### src/rtl/muldiv_unit.sv
// Iterative HI/LO multiply/divide unit: shift-add multiply and restoring divide, one bit per
// cycle, with sign correction in a final FIX cycle and direct MTHI/MTLO moves.
module muldiv_unit #(
  parameter int unsigned NB_DATA      = 32,
  parameter int unsigned NB_OPERATION = 3
) (
  input  logic                    i_clock,
  input  logic                    i_reset,
  input  logic                    i_start,
  input  logic [NB_OPERATION-1:0] i_op,
  input  logic [NB_DATA-1:0]      i_data_a,
  input  logic [NB_DATA-1:0]      i_data_b,
  input  logic                    i_cancel,
  output logic [NB_DATA-1:0]      o_hi,
  output logic [NB_DATA-1:0]      o_lo,
  output logic                    o_busy,
  output logic                    o_done,
  output logic                    o_div_zero
);

  localparam int unsigned NB_CNT = $clog2(NB_DATA);
  localparam logic [NB_CNT-1:0] LAST_ITER = NB_CNT'(NB_DATA - 1);

  localparam logic [NB_OPERATION-1:0] OP_MULT  = NB_OPERATION'(0);
  localparam logic [NB_OPERATION-1:0] OP_MULTU = NB_OPERATION'(1);
  localparam logic [NB_OPERATION-1:0] OP_DIV   = NB_OPERATION'(2);
  localparam logic [NB_OPERATION-1:0] OP_DIVU  = NB_OPERATION'(3);
  localparam logic [NB_OPERATION-1:0] OP_MTHI  = NB_OPERATION'(4);
  localparam logic [NB_OPERATION-1:0] OP_MTLO  = NB_OPERATION'(5);

  typedef enum logic [1:0] {StIdle, StCalc, StFix} state_e;

  state_e              state_q, state_d;
  logic [NB_CNT-1:0]   cnt_q, cnt_d;
  logic [NB_DATA-1:0]  acc_hi_q, acc_hi_d;
  logic [NB_DATA-1:0]  acc_lo_q, acc_lo_d;
  logic [NB_DATA-1:0]  opnd_q, opnd_d;
  logic [NB_DATA-1:0]  hi_q, hi_d;
  logic [NB_DATA-1:0]  lo_q, lo_d;
  logic                is_div_q, is_div_d;
  logic                neg_res_q, neg_res_d;
  logic                neg_rem_q, neg_rem_d;
  logic                b_zero_q, b_zero_d;
  logic                done_q, done_d;
  logic                div_zero_q, div_zero_d;

  logic                op_signed, op_launch, op_is_div;
  logic                a_neg, b_neg;
  logic [NB_DATA-1:0]  a_mag, b_mag;
  logic [NB_DATA:0]    mul_sum;
  logic [NB_DATA:0]    div_shift;
  logic [NB_DATA-1:0]  div_diff;
  logic                div_ge;
  logic [2*NB_DATA-1:0] prod, prod_fix;
  logic [NB_DATA-1:0]  quo_fix, rem_fix;

  assign op_signed = (i_op == OP_MULT) || (i_op == OP_DIV);
  assign op_is_div = (i_op == OP_DIV) || (i_op == OP_DIVU);
  assign op_launch = (i_op == OP_MULT) || (i_op == OP_MULTU) || op_is_div;

  assign a_neg = op_signed & i_data_a[NB_DATA-1];
  assign b_neg = op_signed & i_data_b[NB_DATA-1];
  assign a_mag = a_neg ? -i_data_a : i_data_a;
  assign b_mag = b_neg ? -i_data_b : i_data_b;

  // Multiply: acc_lo holds the multiplier and shifts out as product bits shift in from acc_hi.
  assign mul_sum = {1'b0, acc_hi_q} + (acc_lo_q[0] ? {1'b0, opnd_q} : '0);

  // Divide: acc_hi is the partial remainder, acc_lo shifts dividend out and quotient in.
  assign div_shift = {acc_hi_q, acc_lo_q[NB_DATA-1]};
  assign div_ge    = div_shift >= {1'b0, opnd_q};
  assign div_diff  = div_shift[NB_DATA-1:0] - opnd_q;

  assign prod     = {acc_hi_q, acc_lo_q};
  assign prod_fix = neg_res_q ? -prod : prod;
  // A zero divisor leaves |a| as remainder, so the dividend sign restores HI = a.
  assign quo_fix  = b_zero_q ? '1 : (neg_res_q ? -acc_lo_q : acc_lo_q);
  assign rem_fix  = neg_rem_q ? -acc_hi_q : acc_hi_q;

  always_comb begin
    state_d    = state_q;
    cnt_d      = cnt_q;
    acc_hi_d   = acc_hi_q;
    acc_lo_d   = acc_lo_q;
    opnd_d     = opnd_q;
    hi_d       = hi_q;
    lo_d       = lo_q;
    is_div_d   = is_div_q;
    neg_res_d  = neg_res_q;
    neg_rem_d  = neg_rem_q;
    b_zero_d   = b_zero_q;
    done_d     = 1'b0;
    div_zero_d = div_zero_q;

    case (state_q)
      StIdle: begin
        if (i_start && !i_cancel) begin
          if (op_launch) begin
            state_d   = StCalc;
            cnt_d     = '0;
            acc_hi_d  = '0;
            acc_lo_d  = op_is_div ? a_mag : b_mag;
            opnd_d    = op_is_div ? b_mag : a_mag;
            is_div_d  = op_is_div;
            neg_res_d = a_neg ^ b_neg;
            neg_rem_d = a_neg;
            b_zero_d  = (i_data_b == '0);
          end else if (i_op == OP_MTHI) begin
            hi_d = i_data_a;
          end else if (i_op == OP_MTLO) begin
            lo_d = i_data_a;
          end
        end
      end
      StCalc: begin
        if (i_cancel) begin
          state_d = StIdle;
        end else begin
          if (is_div_q) begin
            acc_hi_d = div_ge ? div_diff : div_shift[NB_DATA-1:0];
            acc_lo_d = {acc_lo_q[NB_DATA-2:0], div_ge};
          end else begin
            acc_hi_d = mul_sum[NB_DATA:1];
            acc_lo_d = {mul_sum[0], acc_lo_q[NB_DATA-1:1]};
          end
          cnt_d = cnt_q + 1'b1;
          if (cnt_q == LAST_ITER) state_d = StFix;
        end
      end
      StFix: begin
        state_d = StIdle;
        if (!i_cancel) begin
          done_d = 1'b1;
          if (is_div_q) begin
            hi_d       = rem_fix;
            lo_d       = quo_fix;
            div_zero_d = b_zero_q;
          end else begin
            hi_d = prod_fix[2*NB_DATA-1:NB_DATA];
            lo_d = prod_fix[NB_DATA-1:0];
          end
        end
      end
      default: state_d = StIdle;
    endcase
  end

  always_ff @(posedge i_clock or negedge i_reset) begin
    if (!i_reset) begin
      state_q    <= StIdle;
      cnt_q      <= '0;
      acc_hi_q   <= '0;
      acc_lo_q   <= '0;
      opnd_q     <= '0;
      hi_q       <= '0;
      lo_q       <= '0;
      is_div_q   <= 1'b0;
      neg_res_q  <= 1'b0;
      neg_rem_q  <= 1'b0;
      b_zero_q   <= 1'b0;
      done_q     <= 1'b0;
      div_zero_q <= 1'b0;
    end else begin
      state_q    <= state_d;
      cnt_q      <= cnt_d;
      acc_hi_q   <= acc_hi_d;
      acc_lo_q   <= acc_lo_d;
      opnd_q     <= opnd_d;
      hi_q       <= hi_d;
      lo_q       <= lo_d;
      is_div_q   <= is_div_d;
      neg_res_q  <= neg_res_d;
      neg_rem_q  <= neg_rem_d;
      b_zero_q   <= b_zero_d;
      done_q     <= done_d;
      div_zero_q <= div_zero_d;
    end
  end

  assign o_hi       = hi_q;
  assign o_lo       = lo_q;
  assign o_busy     = (state_q != StIdle);
  assign o_done     = done_q;
  assign o_div_zero = div_zero_q;

endmodule

### config.mk
export PLATFORM = sky130hd
export DESIGN_NAME = muldiv_unit
export DESIGN_NICKNAME = d
export VERILOG_FILES = /design/src/rtl/muldiv_unit.sv
export SDC_FILE = /design/constraint.sdc
export NUM_CORES = 1
export LEC_CHECK = 0
export CAP_MARGIN = 20
export CORE_MARGIN = 3
export CORE_UTILIZATION = 55
export DETAILED_ROUTE_END_ITERATION = 10
export GPL_ROUTABILITY_DRIVEN = 1
export PLACE_DENSITY = 0.85
export SYNTH_ARGS = -nofsm -noshare
export SYNTH_HDL_FRONTEND = slang
export SYNTH_SLANG_ARGS = --single-unit
export TNS_END_PERCENT = 100
### constraint.sdc
create_clock -name i_clock -period 8.4 [get_ports i_clock]
set_input_delay 0.84 -clock i_clock [delete_from_list [all_inputs] [get_ports i_clock]]
set_output_delay 0.84 -clock i_clock [all_outputs]
set_load 0.01 [all_outputs]
==> out/results.tsv <==
stage	metric	value	unit
status	status	completed	
floorplanning	core_area	27000	sq um
flow_run	cap_viol_max_count	0	
global_route	first_pass_grt_wire_length	82800	um
critical_path	endpoint_kind	flip-flop	
min_path	min-delay-path-class	reg -> reg	
global_route	grt_util_all_layers	36.5	%
floorplanning	die-width	172	um
critical_path	critical_path.startpoint_type	flip-flop	
timing	hold_viol_final	0	
detailed_routing	wl_per_cell	23.5	um
logic_synthesis	yosys_register_bits	173	
floorplanning	design.portCount	138	
timing	achievable-frequency	234	MHz
power_and_ir_drop	p_leak	0.00749	uW
logic_synthesis	syn_area	15100	sq um
logic_synthesis	yosys_most_used_dff	dfrtp_1	
clock_tree	post_cts_buffers	0	
critical_path	critPathArrivalTime	4.59	ns
clock_tree	cts_inserted_buffers	17	
clock_tree	clock_path_buffers	2	
placed_design	place.gp.congestion	0.988	
clock_tree	clk_latency	0.46	ns
timing	timing.clock.skew	0.0242	ns
detailed_routing	drc	0	
global_route	globalRoute.totalOverflow	0	
critical_path	critical_path.reg2reg.endpoint	acc_hi_q[31]	
critical_path	setup.reg_to_reg.worst_slack	4.13	ns
placed_design	place_hpwl	40500	um
logic_synthesis	synth_edf_count	0	
timing	max_slew_margin	28.0	%
logic_synthesis	asyncSetResetFlopFracSynth	100	%
global_route	largest_net_degree_at_the_start_of_global_routing	103	
timing	timing_max_transition_violations_final	0	
critical_path	required	8.72	ns
logic_synthesis	share_of_the_synthesized_area_in_the_top_cell_type	28.7	%
floorplanning	die-area	29500	sq um
clock_tree	clock_transition_at_the_registers_of_the_reported_paths	0.09	ns
clock_tree	cts_num_sinks	173	
clock_tree	clk_root_buffer_cell	clkbuf_16	
logic_synthesis	seq_area_frac_synth	28.7	%
floorplanning	chipHeight	172	um
logic_synthesis	postSynthCellCount	1956	
clock_tree	cts_tree	yes	
detailed_routing	postRouteWirelength	55500	um
placed_design	placement.io_buffers	137	
finish	synthToLayoutAreaGrowth	14.4	%
critical_path	r2r_start	acc_lo_q[0]	
power_and_ir_drop	p_per_area	289	nW/um^2
global_route	via_count_of_the_first_global_routing_pass	14700	
placed_design	post_dp_cell_area	16600	sq um
power_and_ir_drop	peakVddDrop	137	uV
critical_path	critical_path_class	reg -> reg	
detailed_routing	first_pass_iters	8	
min_path	holdPathStages	1	
logic_synthesis	synth_cell_types	73	
floorplanning	floorplan.initialDensity	56.0	%
critical_path	path_max_fanout	8	
logic_synthesis	yosys.area.top_type	dfrtp_1	
timing	setup-tns-final	0	ns
logic_synthesis	yosys_warnings	0	
timing	rsz_0062_raised_after_global_routing	false	
clock_tree	cts-htree-levels	4	
finish	final_layout_size_suffix_gt1_share	4.37	%
detailed_routing	dr_total_vias	15900	
detailed_routing	route.detailed.vias_per_inst	6.76	
floorplanning	num_rows	60	
finish	final_area	17300	sq um
logic_synthesis	syn_nets	2099	
finish	final_net_count	2145	
timing	setup_viol	0	
finish	final_util	64.1	%
timing	min_period_over_period	50.9	%
timing	worst-slew-pin-transition	1.08	ns
detailed_routing	drt_iter0_drc	1878	
critical_path	worst-r2r-cell-count	11	
logic_synthesis	yosys-top-cells-area	dfrtp_1 (29%), a21oi_1 (7.3%), xnor2_1 (6.3%), ha_1 (5.8%), nor2_1 (5.6%)	
clock_tree	postcts_resize_cnt	0	
detailed_routing	route.antenna.remaining_nets	0	
min_path	hold_path_startpoint	o_lo[27]	
global_route	antenna_violations_before_repair	0	
min_path	worstHoldEndpoint	o_lo[27]	
logic_synthesis	synth_area_per_cell	7.72	sq um
clock_tree	cts_hold_repair.buffers	0	
timing	fin_crit	4.27	ns
## through the flow
stage          instances  power, uW  hold WS (ns)  setup WS (ns)
2_1_floorplan       1956       3140         0.460           4.92
4_1_cts             2355       4880         0.487           3.60
3_3_place_gp        2323       3960         0.465           3.80
3_5_place_dp        2323       4020         0.470           3.70
5_1_grt             2356       5260         0.500           3.89
6_report            2358       4990         0.482           4.13
## flip-flops by register name, indices dropped and copies added (netlist names)
name        flops
acc_hi_q       32
acc_lo_q       32
o_hi           32
o_lo           32
opnd_q         32
cnt_q           5
state_q         2
b_zero_q        1
is_div_q        1
neg_rem_q       1
neg_res_q       1
o_div_zero      1
o_done          1
## placed cells by master (no fill, tap or decap), types with 5 or more instances in the layout
master,instances
inv_1,60
o41ai_1,10
a2111oi_0,5
mux2i_1,48
clkdlybuf4s50_1,136
a221oi_1,8
nand3_1,29
o21bai_1,13
xor2_1,63
xnor2_1,108
o21a_1,10
ha_1,70
nor2b_1,12
and2_1,11
or3_1,17
a31oi_1,19
o22ai_1,33
dfrtp_1,172
a211oi_1,46
nand2_1,161
nor3_1,43
and3_1,28
nand4_1,19
clkbuf_16,17
a22oi_1,13
clkinv_8,7
o31ai_1,25
a21oi_1,220
nor2_1,223
nand2b_1,19
a21o_1,50
or4_1,12
nor4_1,14
or2_2,10
o211ai_1,12
buf_4,16
o21ai_0,164
mux2_2,5
## cells in the mapped netlist (11+ instances only)
cell type	number
nand3_1	30
o31ai_1	25
and3_1	28
a211oi_1	46
a22oi_1	13
nor2_1	224
o22ai_1	33
nand2b_1	19
dfrtp_1	173
nand4_1	19
xor2_1	63
nor2b_1	14
inv_1	60
a31oi_1	19
ha_1	70
a21oi_1	220
o211ai_1	12
mux2i_1	48
or3_1	17
o21bai_1	13
and2_1	11
a21o_1	50
or4_1	12
nand2_1	161
clkbuf_1	116
o21ai_0	164
xnor2_1	108
nor4_1	14
nor3_1	43
## critical path, cell delays in order (launching register included)
cell       delay, ns
dfrtp_1         0.44
inv_1           0.32
nor2_1          0.10
ha_1            0.35
a21o_1          0.20
a221oi_1        0.67
a31oi_1         0.30
a221oi_1        0.69
o31ai_1         0.28
a2111oi_0       0.51
a311o_1         0.19
a22oi_1         0.09
## logic make-up (layout without fill, tap and decap cells)
family | after synthesis | count (layout) | share of synthesized area (%)
buffers and inverters | 188 | 247 | 4.76
xor gates and xnor gates | 171 | 171 | 9.92
AOI/OAI and AO/OA | 677 | 677 | 27.5
muxes | 53 | 53 | 3.56
other | 0 | 2 | 0
adders and majority gates | 72 | 72 | 6.07
and+or+nand+nor | 622 | 622 | 19.5
DFF | 173 | 173 | 28.7
## cell type report
class / instances / area [sq um]
fill: 2311 / 9680
tap: 341 / 427
sequential: 173 / 4330
clock buffer: 17 / 425
clock inverter: 15 / 211
antenna: 2 / 5.00
timing repair buffer: 154 / 1520
inverter: 61 / 229
multi-input combinational: 1595 / 10100
## worst max-delay path by stage
| stage | from | end | slack, ns | depth (start not counted) |
|---|---|---|---|---|
| after floorplan | acc_lo_q[0] | acc_hi_q[26] | 4.92 | 13 |
| after global placement | acc_lo_q[0] | acc_hi_q[26] | 3.80 | 12 |
| after detailed placement | acc_lo_q[0] | acc_hi_q[26] | 3.70 | 12 |
| after CTS | acc_lo_q[0] | acc_hi_q[31] | 3.60 | 11 |
| after global routing | acc_lo_q[0] | acc_hi_q[31] | 3.89 | 11 |
| final | acc_lo_q[0] | acc_hi_q[31] | 4.13 | 11 |
## report_power, final
group          switching, uW  internal (uW)
logic                   1570           1110
registers                409           1040
clock network            451            414
## per-layer routing
metal,global-route usage [%],part of all wire (%),up-vias
li1,-,-,7189
met3,8.37,11,222
met1,48.2,39,7546
met2,55.9,44,976
met4,19.0,5.9,0
met5,0,0,-
(Power assumes the default switching activity.)
